**config.mk**
```make
export PLATFORM = sky130hd
export DESIGN_NAME = mem_port_arbiter
export DESIGN_NICKNAME = d
export VERILOG_FILES = /design/src/rtl/mem_port_arbiter.sv
export SDC_FILE = /design/constraint.sdc
export NUM_CORES = 1
export LEC_CHECK = 0
export ABC_AREA = 1
export CAP_MARGIN = 20
export CORE_MARGIN = 1.5
export CORE_UTILIZATION = 44
export DETAILED_ROUTE_END_ITERATION = 10
export GPL_TIMING_DRIVEN = 0
export PLACE_DENSITY_LB_ADDON = 0.12
export SYNTH_ARGS = -nofsm -noshare
export SYNTH_HDL_FRONTEND = slang
export SYNTH_SLANG_ARGS = --single-unit
```
**constraint.sdc**
```tcl
create_clock -name clk -period 2.2 [get_ports clk]
set_input_delay 0.66 -clock clk [delete_from_list [all_inputs] [get_ports clk]]
set_output_delay 0.66 -clock clk [all_outputs]
set_load 0.01 [all_outputs]
```
**src/rtl/mem_port_arbiter.sv**
```systemverilog
// Two-requester arbiter sharing one memory read/write data port.
// Defining ARB_RD_TIMEOUT_EN adds a read timeout that completes with 16'hDEAD and req_err.
module mem_port_arbiter #(
  parameter int ADDR_W     = 15,
  parameter int DATA_W     = 16,
  parameter int FIXED_PRIO = 0,
  parameter int RD_TIMEOUT = 64
) (
  input  logic              clk,
  input  logic              reset,
  input  logic              req_rd_en   [2],
  input  logic [1:0]        req_wr_en   [2],
  input  logic [ADDR_W-1:0] req_addr    [2],
  input  logic [DATA_W-1:0] req_wr_data [2],
  output logic              req_grant   [2],
  output logic              req_done    [2],
  output logic [DATA_W-1:0] req_rd_data [2],
  output logic              req_err     [2],
  output logic              mem_rd_en,
  output logic [ADDR_W-1:0] mem_rd_addr,
  input  logic              mem_rd_done,
  input  logic [DATA_W-1:0] mem_rd_data,
  output logic [1:0]        mem_wr_en,
  output logic [ADDR_W-1:0] mem_wr_addr,
  output logic [DATA_W-1:0] mem_wr_data
);

  typedef enum logic [1:0] {IDLE, WRITE, READ, RESP} state_t;

  state_t            state, state_nx;
  logic              owner, owner_nx;
  logic              last, last_nx;
  logic              err, err_nx;
  logic [ADDR_W-1:0] addr, addr_nx;
  logic [DATA_W-1:0] wdata, wdata_nx;
  logic [DATA_W-1:0] rdata, rdata_nx;
  logic [1:0]        wen, wen_nx;
  logic              pend [2];
  logic              win;
  logic              tmo_hit;

  logic              rd_en_d;
  logic [ADDR_W-1:0] rd_addr_d;
  logic [1:0]        wr_en_d;
  logic [ADDR_W-1:0] wr_addr_d;
  logic [DATA_W-1:0] wr_data_d;
  logic              grant_d   [2];
  logic              done_d    [2];
  logic [DATA_W-1:0] rd_data_d [2];
  logic              err_d     [2];

  assign pend[0] = req_rd_en[0] | (|req_wr_en[0]);
  assign pend[1] = req_rd_en[1] | (|req_wr_en[1]);

`ifdef ARB_RD_TIMEOUT_EN
  localparam int CNT_W = $clog2(RD_TIMEOUT + 1);
  logic [CNT_W-1:0] tmo_cnt;

  // Held at zero outside READ, so it starts from zero on every READ entry.
  always_ff @(posedge clk) begin
    if (!reset || state != READ) tmo_cnt <= '0;
    else                         tmo_cnt <= tmo_cnt + 1'b1;
  end

  assign tmo_hit = (tmo_cnt == CNT_W'(RD_TIMEOUT - 1));
`else
  assign tmo_hit = 1'b0;
`endif

  // State register: control and all outputs are reset; latched request data is not.
  always_ff @(posedge clk) begin
    if (!reset) begin
      state       <= IDLE;
      owner       <= 1'b0;
      last        <= 1'b1;
      err         <= 1'b0;
      mem_rd_en   <= 1'b0;
      mem_rd_addr <= '0;
      mem_wr_en   <= 2'b00;
      mem_wr_addr <= '0;
      mem_wr_data <= '0;
      for (int r = 0; r < 2; r++) begin
        req_grant[r]   <= 1'b0;
        req_done[r]    <= 1'b0;
        req_rd_data[r] <= '0;
        req_err[r]     <= 1'b0;
      end
    end else begin
      state       <= state_nx;
      owner       <= owner_nx;
      last        <= last_nx;
      err         <= err_nx;
      mem_rd_en   <= rd_en_d;
      mem_rd_addr <= rd_addr_d;
      mem_wr_en   <= wr_en_d;
      mem_wr_addr <= wr_addr_d;
      mem_wr_data <= wr_data_d;
      for (int r = 0; r < 2; r++) begin
        req_grant[r]   <= grant_d[r];
        req_done[r]    <= done_d[r];
        req_rd_data[r] <= rd_data_d[r];
        req_err[r]     <= err_d[r];
      end
    end
  end

  always_ff @(posedge clk) begin
    addr  <= addr_nx;
    wdata <= wdata_nx;
    wen   <= wen_nx;
    rdata <= rdata_nx;
  end

  // Next state: arbitration and request latching happen only in IDLE.
  always_comb begin
    state_nx = state;
    owner_nx = owner;
    last_nx  = last;
    err_nx   = err;
    addr_nx  = addr;
    wdata_nx = wdata;
    wen_nx   = wen;
    rdata_nx = rdata;
    win      = 1'b0;
    case (state)
      IDLE: begin
        if (pend[0] | pend[1]) begin
          if (pend[0] & pend[1]) win = (FIXED_PRIO != 0) ? 1'b0 : ~last;
          else                   win = pend[1];
          owner_nx = win;
          last_nx  = win;
          err_nx   = 1'b0;
          addr_nx  = req_addr[win];
          wdata_nx = req_wr_data[win];
          wen_nx   = req_wr_en[win];
          state_nx = (req_wr_en[win] != 2'b00) ? WRITE : READ;
        end
      end
      WRITE: state_nx = IDLE;
      READ: begin
        if (mem_rd_done) begin
          rdata_nx = mem_rd_data;
          err_nx   = 1'b0;
          state_nx = RESP;
        end else if (tmo_hit) begin
          rdata_nx = DATA_W'(16'hDEAD);
          err_nx   = 1'b1;
          state_nx = RESP;
        end
      end
      RESP:    state_nx = IDLE;
      default: state_nx = IDLE;
    endcase
  end

  // Outputs are decoded from next-state values so they can be registered with the state.
  always_comb begin
    rd_en_d   = (state_nx == READ);
    rd_addr_d = (state_nx == READ)  ? addr_nx  : '0;
    wr_en_d   = (state_nx == WRITE) ? wen_nx   : 2'b00;
    wr_addr_d = (state_nx == WRITE) ? addr_nx  : '0;
    wr_data_d = (state_nx == WRITE) ? wdata_nx : '0;
    for (int r = 0; r < 2; r++) begin
      grant_d[r]   = (state_nx != IDLE) && (owner_nx == 1'(r));
      done_d[r]    = ((state_nx == WRITE) || (state_nx == RESP)) && (owner_nx == 1'(r));
      err_d[r]     = (state_nx == RESP) && (owner_nx == 1'(r)) && err_nx;
      rd_data_d[r] = ((state_nx == RESP) && (owner_nx == 1'(r))) ? rdata_nx : req_rd_data[r];
    end
  end

endmodule

```
==> run summary <==
The height of the die works out to 108 um. The number of antenna violations at the first check in global routing came out at 0. The overall fraction of global-route tracks in use was 0.216; the number of nets in the finished design was 851.

By startpoint and endpoint, the worst setup path is classified as reg -> out. Yosys attributes the largest share of cell area to sky130_fd_sc_hd__dfxtp_1 (58%), sky130_fd_sc_hd__nand2_1 (11%), sky130_fd_sc_hd__nor2_1 (4.8%). For the leakage power, the log shows 3.04 nW. The proportion of netlist area held by the largest area contributor is 0.577, and the worst hold slack is 0.445 ns.

The fraction of layout cells with a size suffix above 1 is 0.104, and the remaining antenna violation count is 0. The cell family contributing the most delay on the critical path is buffers and inverters. TritonCTS built the clock tree. The cell accounting for the most synthesized area is sky130_fd_sc_hd__dfxtp_1. The buffer and inverter count on the worst path was 1. The slowest stage of the critical path is the sky130_fd_sc_hd__clkdlybuf4s50_1 cell. In the synthesized netlist, the number of instances is 572.

Across the run, the number of max-cap violations was 0. The count of buffers added on input and output ports is 172. Highest clock frequency the design can meet: 479 MHz.

The routed layout has 4,366 vias. For this run, the slowest stage of the critical path takes 0.55 ns. The logs give 8880 um for the detailed-placement wirelength estimate and 19,600 um for the global-route wire length before repair.

The first-pass iteration count of the detailed router was 5; the post-synthesis area per instance was 8.50 sq um. The H-tree generated during clock tree synthesis spans 4 levels. The sequential fraction of the synthesis area was 0.577. Setup repair after global routing left no endpoint under its margin. Routed wire length: 12,400 um. 0 antenna diodes ended up in the layout.

For this run, design rule violations remaining after detail routing come to 0. For this run the aggregate overflow at the end of global routing stands at 0. The cell area that synthesis handed to floorplanning was 4860 sq um.

The total clock buffers created by CTS is 17, and the worst-case clock skew is 0.00593 ns. Setup violations remaining at the end of the flow were counted as 0. Number of register bits inferred by synthesis: 140.

In this run the post-CTS setup repair buffer count came out at 0. TritonCTS sink count: 140. Counting the fill cells in the layout gives 901. Along the worst path, the maximum fanout reaches 2. The tools report the starting utilization of the core area as 0.450. After the first detailed-routing iteration, the DRC count stood at 205.

The worst vdd rail ir drop was 554 uV; the largest net degree at the start of global routing was 17. During I/O placement, the number of pins put on the boundary was 174. The number of standard-cell rows in the floorplan is 38. Count of warnings emitted by yosys: 0. The via count of the first global-routing pass came out at 4,313. The final clock period utilization by the worst path was 0.950; the total non-filler cell area in the finished layout was 7280 sq um. Synthesis-to-finish area growth: 49.8%. The number of gates resized after CTS was 0. The tightest min-delay check is of the reg -> reg type. The pin slew with the least headroom to its limit is 0.556 ns, and the final period demand of the worst path is 2.09 ns. The run gives 28 as the number of distinct library cells after synthesis. After clock tree synthesis, the clock-pin slew on the worst setup and hold paths is 0.06 ns. The power density of the placed cells works out to 1090 nW/um^2. The logs give 0 for the number of buffers inserted by hold repair at cts and 1.54 ns for the data required time at the worst endpoint. Data on the critical path arrives at its endpoint at 1.43 ns. The worst setup path is captured at an output port.

For the worst-skew pair, the clock arrives at the later sink with an insertion delay of 0.51 ns. The worst setup path is launched from a register. Walking the worst path, the cells encountered are clkdlybuf4s50_1. The run finished with clean final reports. Using the TritonRoute via totals, the vias-per-cell ratio works out to 4.77. In this run the horizontal extent of the chip is 108 um. The run gives 0 as the final-report hold violation count. The tree is rooted in a sky130_fd_sc_hd__clkbuf_8. The core box area was 10,800 sq um. For the routability congestion estimate, the log shows 0.827. Final number of max-transition violations: 0.

The final routed wire length divided by cell count is 13.6 um, and the overall die area is 11,700 sq um. The tools report the worst slew margin relative to its limit as 0.629. For the number of buffers on the longest clock path, the log shows 2. The placed instances occupy a cell area of 6760 sq um.
==> synth_stat cells, drive strengths merged <==
cell type / number
nand3: 5
nand4: 2
a21o: 1
nor2: 77
nor2b: 16
clkbuf: 6
buf: 23
conb: 1
o21ai: 48
inv: 51
a21oi: 35
nand2: 150
o211ai: 1
clkinv: 1
dfxtp: 140
a31oi: 15
==> layout by cell type (no fill, tap or decap), types with 2 or more instances in the layout <==
cell | netlist | layout
sky130_fd_sc_hd__nand3_1 | 3 | 3
sky130_fd_sc_hd__clkinv_2 | 0 | 7
sky130_fd_sc_hd__nand2_4 | 3 | 3
sky130_fd_sc_hd__nor2_2 | 2 | 2
sky130_fd_sc_hd__a21oi_1 | 35 | 35
sky130_fd_sc_hd__clkbuf_16 | 0 | 16
sky130_fd_sc_hd__inv_1 | 45 | 45
sky130_fd_sc_hd__a31oi_1 | 15 | 15
sky130_fd_sc_hd__nand4_1 | 2 | 2
sky130_fd_sc_hd__clkinvlp_4 | 0 | 4
sky130_fd_sc_hd__nor2b_1 | 16 | 16
sky130_fd_sc_hd__buf_4 | 4 | 4
sky130_fd_sc_hd__nand2_2 | 3 | 3
sky130_fd_sc_hd__clkbuf_1 | 6 | 7
sky130_fd_sc_hd__buf_8 | 2 | 2
sky130_fd_sc_hd__nand2_1 | 144 | 144
sky130_fd_sc_hd__nor2_1 | 62 | 62
sky130_fd_sc_hd__nor2_8 | 2 | 2
sky130_fd_sc_hd__o21ai_0 | 34 | 34
sky130_fd_sc_hd__inv_2 | 5 | 5
sky130_fd_sc_hd__conb_1 | 1 | 2
sky130_fd_sc_hd__o21ai_1 | 14 | 14
sky130_fd_sc_hd__nor2_4 | 11 | 11
sky130_fd_sc_hd__nand3_4 | 2 | 2
sky130_fd_sc_hd__dfxtp_1 | 140 | 140
sky130_fd_sc_hd__clkdlybuf4s50_1 | 0 | 172
sky130_fd_sc_hd__buf_2 | 16 | 16
==> layer usage <==
metal,global-route usage,share of wire,vias to the layer above
met3,0.0687,0.078,22
met5,0,0,-
met1,0.248,0.43,2009
met4,0.0865,0.018,0
li1,-,-,2164
met2,0.373,0.48,171
==> sequential cells by signal (all words and copies together) (netlist names) <==
name / cells
wdata: 16
rdata: 16
req_rd_data: 32
wen: 2
addr: 15
req_grant: 2
mem_wr_addr: 15
req_done: 2
owner: 1
mem_wr_data: 16
last: 1
req_err: 2
mem_rd_en: 1
mem_wr_en: 2
state: 2
mem_rd_addr: 15
==> power by group <==
group / switching (W) / leakage [nW] / internal, W
Combinational: 0.00119 / 1.63 / 0.000936
Sequential: 0.000177 / 1.15 / 0.00318
Clock: 0.00103 / 0.252 / 0.00147
Total: 0.00239 / 3.04 / 0.00558
==> cells by family after synthesis <==
family,share of synthesized area
AOI/OAI and AO/OA,0.108
other,0.000772
buffers and inverters,0.0749
DFF,0.577
and+or+nand+nor,0.240
==> through the flow <==
step                      cells   util  setup TNS, ns  total power (W)  setup slack [ns]
after global routing        916  0.675              0          0.00843            0.0726
final                       916  0.675              0          0.00797             0.111
after floorplan             573      -              0          0.00463             0.395
after CTS                   916  0.675              0          0.00802            0.0987
after global placement      885  0.626         -13.32          0.00545            -0.267
after detailed placement    885  0.626         -15.55          0.00551            -0.278
==> path summary, 6_finish.rpt <==
path | start | endpoint | slack (ns) | depth (start not counted)
hold reg to reg | req_rd_data[1]$_SDFFE_PN0P_ | req_rd_data[1]$_SDFFE_PN0P_ | 0.45 | 2
setup reg to reg | state[0]$_SDFF_PN0_ | mem_wr_addr[10]$_SDFF_PN0_ | 0.55 | 8
setup / recovery | req_rd_data[0]$_SDFFE_PN0P_ | req_rd_data[0] | 0.11 | 1
hold / removal | req_rd_data[1]$_SDFFE_PN0P_ | req_rd_data[1]$_SDFFE_PN0P_ | 0.45 | 2
==> final cells by class <==
type,instances,area (sq um),area share
tap,140,175,0.0241
timing repair buffer,172,1720,0.236
clock buffer,18,418,0.0574
sequential,140,2800,0.385
buffer,29,166,0.0229
inverter,52,198,0.0271
multi-input combinational,352,1700,0.233
clock inverter,13,104,0.0143
(Power assumes the default switching activity.)
